`config.mk`:
```
export PLATFORM = sky130hd
export DESIGN_NAME = csa_resolve
export DESIGN_NICKNAME = d
export VERILOG_FILES = /design/src/rtl/csa_pkg.sv /design/src/rtl/csa_chunk_add.sv /design/src/rtl/csa_resolve.sv
export SDC_FILE = /design/constraint.sdc
export NUM_CORES = 2
export LEC_CHECK = 0
export CORE_AREA = 2 2 300 302
export DETAILED_ROUTE_END_ITERATION = 8
export DIE_AREA = 0 0 302 304
export PLACE_DENSITY = 0.74
export SETUP_SLACK_MARGIN = 0.02
export SYNTH_ARGS = -nofsm -noshare
export SYNTH_HDL_FRONTEND = slang
export SYNTH_HIERARCHICAL = 1
export SYNTH_SLANG_ARGS = --single-unit
```
`constraint.sdc`:
```
create_clock -name clk -period 5.65 [get_ports clk]
set_clock_uncertainty 0.2 [all_clocks]
set_input_delay 1.13 -clock clk [delete_from_list [all_inputs] [get_ports clk]]
set_output_delay 1.13 -clock clk [all_outputs]
set_load 0.005 [all_outputs]
```
`src/rtl/csa_pkg.sv`:
```
// rtl/csa_pkg.sv - state type and counter sizing shared by the csa_resolve stage
package csa_pkg;

  typedef enum logic [1:0] {IDLE, RUN, DONE} state_t;

  function automatic int cnt_width(input int width, input int chunk);
    int n;
    n = width / chunk;
    return (n <= 1) ? 1 : $clog2(n);
  endfunction

endpackage

```
`src/rtl/csa_chunk_add.sv`:
```
// rtl/csa_chunk_add.sv - CHUNK-bit adder with carry in/out, kept as a single + so it maps onto the carry chain
module csa_chunk_add #(
  parameter int CHUNK = 64
) (
  input  logic [CHUNK-1:0] a,
  input  logic [CHUNK-1:0] b,
  input  logic             cin,
  output logic [CHUNK-1:0] sum,
  output logic             cout
);

  assign {cout, sum} = {1'b0, a} + {1'b0, b} + {{CHUNK{1'b0}}, cin};

endmodule

```
`src/rtl/csa_resolve.sv`:
```
// rtl/csa_resolve.sv - resolves a (sum, carry) row pair to binary CHUNK bits per cycle; CSA_RESOLVE_B2B_EN enables back-to-back accept
module csa_resolve
  import csa_pkg::*;
#(
  parameter int WIDTH = 256,
  parameter int CHUNK = 64
) (
  input  logic             clk,
  input  logic             rst_n,
  input  logic             in_valid,
  output logic             in_ready,
  input  logic [WIDTH-1:0] in_sum,
  input  logic [WIDTH-1:0] in_cy,
  output logic             out_valid,
  input  logic             out_ready,
  output logic [WIDTH-1:0] out_data,
  output logic             out_cout,
  output logic             busy
);

  localparam int NCHUNK = WIDTH / CHUNK;
  localparam int KW = cnt_width(WIDTH, CHUNK);
  localparam logic [KW-1:0] K_LAST = KW'(NCHUNK - 1);

  if (WIDTH % CHUNK != 0) begin : g_bad_width
    $error("csa_resolve: WIDTH must be an integer multiple of CHUNK");
  end

  state_t           state, state_nxt;
  logic [WIDTH-1:0] op_sum, op_cy;
  logic [KW-1:0]    k;
  logic             carry_reg;
  logic [CHUNK-1:0] sum_k, cy_k, chunk_sum;
  logic             chunk_cout;
  logic             accept;

  always_ff @(posedge clk or negedge rst_n) begin
    if (!rst_n) state <= IDLE;
    else        state <= state_nxt;
  end

  always_comb begin
    state_nxt = state;
    in_ready  = 1'b0;
    out_valid = 1'b0;
    busy      = 1'b0;
    case (state)
      IDLE: begin
        in_ready = 1'b1;
        if (in_valid) state_nxt = RUN;
      end
      RUN: begin
        busy = 1'b1;
        if (k == K_LAST) state_nxt = DONE;
      end
      DONE: begin
        out_valid = 1'b1;
`ifdef CSA_RESOLVE_B2B_EN
        // the consumer taking the result frees the stage for a new pair on the same edge
        in_ready = out_ready;
        if (out_ready) state_nxt = in_valid ? RUN : IDLE;
`else
        if (out_ready) state_nxt = IDLE;
`endif
      end
      default: state_nxt = IDLE;
    endcase
  end

  assign accept = in_valid && in_ready;

  always_comb begin
    sum_k = '0;
    cy_k  = '0;
    for (int i = 0; i < NCHUNK; i++) begin
      if (k == KW'(i)) begin
        sum_k = op_sum[i*CHUNK +: CHUNK];
        cy_k  = op_cy[i*CHUNK +: CHUNK];
      end
    end
  end

  csa_chunk_add #(.CHUNK(CHUNK)) u_add (
    .a    (sum_k),
    .b    (cy_k),
    .cin  (carry_reg),
    .sum  (chunk_sum),
    .cout (chunk_cout)
  );

  always_ff @(posedge clk or negedge rst_n) begin
    if (!rst_n) begin
      op_sum    <= '0;
      op_cy     <= '0;
      k         <= '0;
      carry_reg <= 1'b0;
      out_data  <= '0;
      out_cout  <= 1'b0;
    end else if (accept) begin
      op_sum    <= in_sum;
      op_cy     <= in_cy;
      k         <= '0;
      carry_reg <= 1'b0;
    end else if (state == RUN) begin
      for (int i = 0; i < NCHUNK; i++) begin
        if (k == KW'(i)) out_data[i*CHUNK +: CHUNK] <= chunk_sum;
      end
      carry_reg <= chunk_cout;
      // k parks on the last chunk; the next accept clears it
      if (k == K_LAST) out_cout <= chunk_cout;
      else             k <= k + 1'b1;
    end
  end

endmodule

```
==> results.cfg <==
[run_status]
status = finished clean

[setup_path]
critical_path.endpoint = out_data[225]
crit_path_top_delay_cell = a221oi_1
crit_family = compound AO/OA/AOI/OAI gates
rrSetupSlack_ns = 0.32
end_kind = register
critPathLaunch = k[1]
cp_max_fo = 56
crit_buf_inv = 3
slowest_delay_ns = 0.62
cp.arrival_ns = 5.65
worstReg2RegEnd = out_data[225]
crit_chain = inv_1 > ha_1 > nor2b_4 > buf_12 > buf_4 > a22oi_1 > a21oi_1 > ha_1 > nand2_1 > nor2_1 > a221oi_1 > o21ai_0 > nand3_1 > nand2_1 > a31oi_1 > xnor2_1 > mux2_2
crit_cells = 17
r2r_cells = 17
r2r-start = k[1]
critical_path_required_ns = 5.98
critPathKind = register to register
startpoint_type = register

[floorplanning]
die_x_um = 302
core_area_um2 = 89000
num_rows = 110
initial_core_util = 0.397
pin_count = 776
dieArea_um2 = 91800
die_y_um = 304

[sta]
fin_crit_ns = 5.33
hold_viol = 0
drv_slew = 0
rsz0062_at_grt = no
setup_viol = 0
fin_crit_sh = 0.943
fmax_ghz = 0.188
setup_tns_ns = 0
slew_headroom = 0.308
tightest_slew_ns = 1.04

[global_routing]
grt_pass1_vias = 27034
grt_pass1_wl_um = 173000
grt_max_degree = 144
grt.overflow.total = 0
grt_use_total = 0.249
antenna_found_initial = 23

[logic_synthesis]
synth.distinct_cells = 67
synthesis.area_um2 = 35300
ys.flop_type = dfrtp_1
synth_edf_count = 0
synth_top_area_frac = 0.548
async_flop_share = 1.00
syn_area_per_cell_um2 = 13.3
synth_fp_nets = 3246
synth_common_cells = dfrtp_1 (774), mux2_2 (734), a21oi_1 (204)
netlist_instances = 2661
ys_seq_area_frac = 0.548
yosys_warnings = 6
synth_area_leaders = dfrtp_1 (55%), mux2_2 (23%), a21oi_1 (2.9%)
synth_area_leader_cell = dfrtp_1
synth_seq_cells = 774
yosysMostFrequentCell = dfrtp_1

[drt]
vias = 25577
wire_per_inst_um = 24.8
viasPerCell = 5.46
ant_nets = 0
drt_iter0_markers = 1802
drt-total-wl_um = 116000
dr.pass1.iters = 5
drc = 0

[clock_network]
cts_sinks = 774
cts_tree = built
hold_buffers = 0
cts.path.max_buffers = 3
clk_pin_slew_ns = 0.06
cts.htree.levels = 3
cts_made_buffers = 85
cts_root_buf = clkbuf_16
insertion_delay_ns = 0.66

[placement]
routabilityCongestion = 0.942
port_buffers = 775
hpwl_um = 85100

[final_layout]
area_delta_synth_final_pct = 34.3
reg_top3 = op_cy x256, op_sum x256, out_data x256
fin_nets = 4008
final_layout_size_suffix_gt1_frac = 0.283

[min_path]
hp-class = register to register

[job]
max-cap-violations = 0
[metal layers]
layer,track usage,vias up,routed length [µm]
met5,0,-,96
met4,0.0834,14,3520
met3,0.0594,211,8120
met2,0.429,879,58100
met1,0.303,13061,46300
li1,-,11412,-
[metrics by stage]
step / area [µm²] / cells / hold WS [ns] / utilization / setup WS (ns)
finish: 47500 / 4681 / 0.293 / 0.533 / 0.325
global route: 47500 / 4678 / 0.308 / 0.533 / 0.0743
CTS: 47400 / 4663 / 0.293 / 0.532 / 0.0867
detailed placement: 44300 / 4511 / 0.279 / 0.498 / 0.0470
global placement: 44300 / 4511 / 0.268 / 0.498 / 0.0892
floorplan: 35300 / 2661 / 0.259 / - / 0.920
[worst register-to-register path, cell delays in order (launching register included)]
cell and delay [ns]:
dfrtp_1 0.44, inv_1 0.13, ha_1 0.26, nor2b_4 0.27, buf_12 0.28, buf_4 0.39
a22oi_1 0.09, a21oi_1 0.22, ha_1 0.33, nand2_1 0.18, nor2_1 0.07, a221oi_1 0.62
o21ai_0 0.37, nand3_1 0.19, nand2_1 0.11, a31oi_1 0.36, xnor2_1 0.33, mux2_2 0.36
[how the worst min path moves through the flow]
stage | startpoint | end | slack [ns] | depth (start not counted)
3_5_place_dp | op_cy[172] | op_cy[172] | 0.28 | 1
4_1_cts | op_cy[172] | op_cy[172] | 0.29 | 1
2_1_floorplan | op_cy[167] | op_cy[167] | 0.26 | 1
3_3_place_gp | op_cy[178] | op_cy[178] | 0.27 | 1
5_1_grt | op_cy[176] | op_cy[176] | 0.31 | 1
6_report | op_cy[195] | op_cy[195] | 0.29 | 1
[cell usage in the layout, fill, tap and decap left out, types with 15 or more instances in the layout]
cell             netlist  layout
nand4_1               15      15
diode_2                0      17
o21ai_0               24      24
clkinv_2               0      15
a21oi_1              204     203
inv_1                 22      21
mux2_2               734     734
buf_4                  1      57
buf_12                 0      17
xor2_1                20      20
mux2_1                35      35
dfrtp_1              774     774
a22oi_1              127     127
nand2_1               62      61
clkbuf_16              0      89
nor2_1                43      42
o22ai_1              127     127
clkbuf_8               0      22
a21o_1                40      40
ha_1                  67      65
xnor2_1               39      37
clkdlybuf4s50_1        0     774
[kinds of logic after synthesis]
group | share of synthesized area
DFF | 0.548
muxes | 0.246
AOI/OAI and AO/OA | 0.109
buffers and inverters | 0.0326
and+or+nand+nor | 0.0254
adders and majority gates | 0.0249
xor gates and xnor gates | 0.0146
[cell type report]
class,instances,area [µm²]
Antenna cell,17,42.5
Clock inverter,37,473
Sequential cell,774,19400
Timing Repair Buffer,849,8530
Tap cell,1176,1470
Multi-Input combinational cell,1691,14900
Inverter,22,85.1
Clock buffer,115,2540
Fill cell,7428,41600
[repair_timing]
item,4_1_cts,5_1_grt
cloned,0,0
gates resized for setup,3,8
pin swaps,0,1
setup endpoints to repair,11,59
setup buffers,0,1
Power is not shown: default switching activity piles up to over one toggle a cycle in this logic, so the estimate is an artifact.
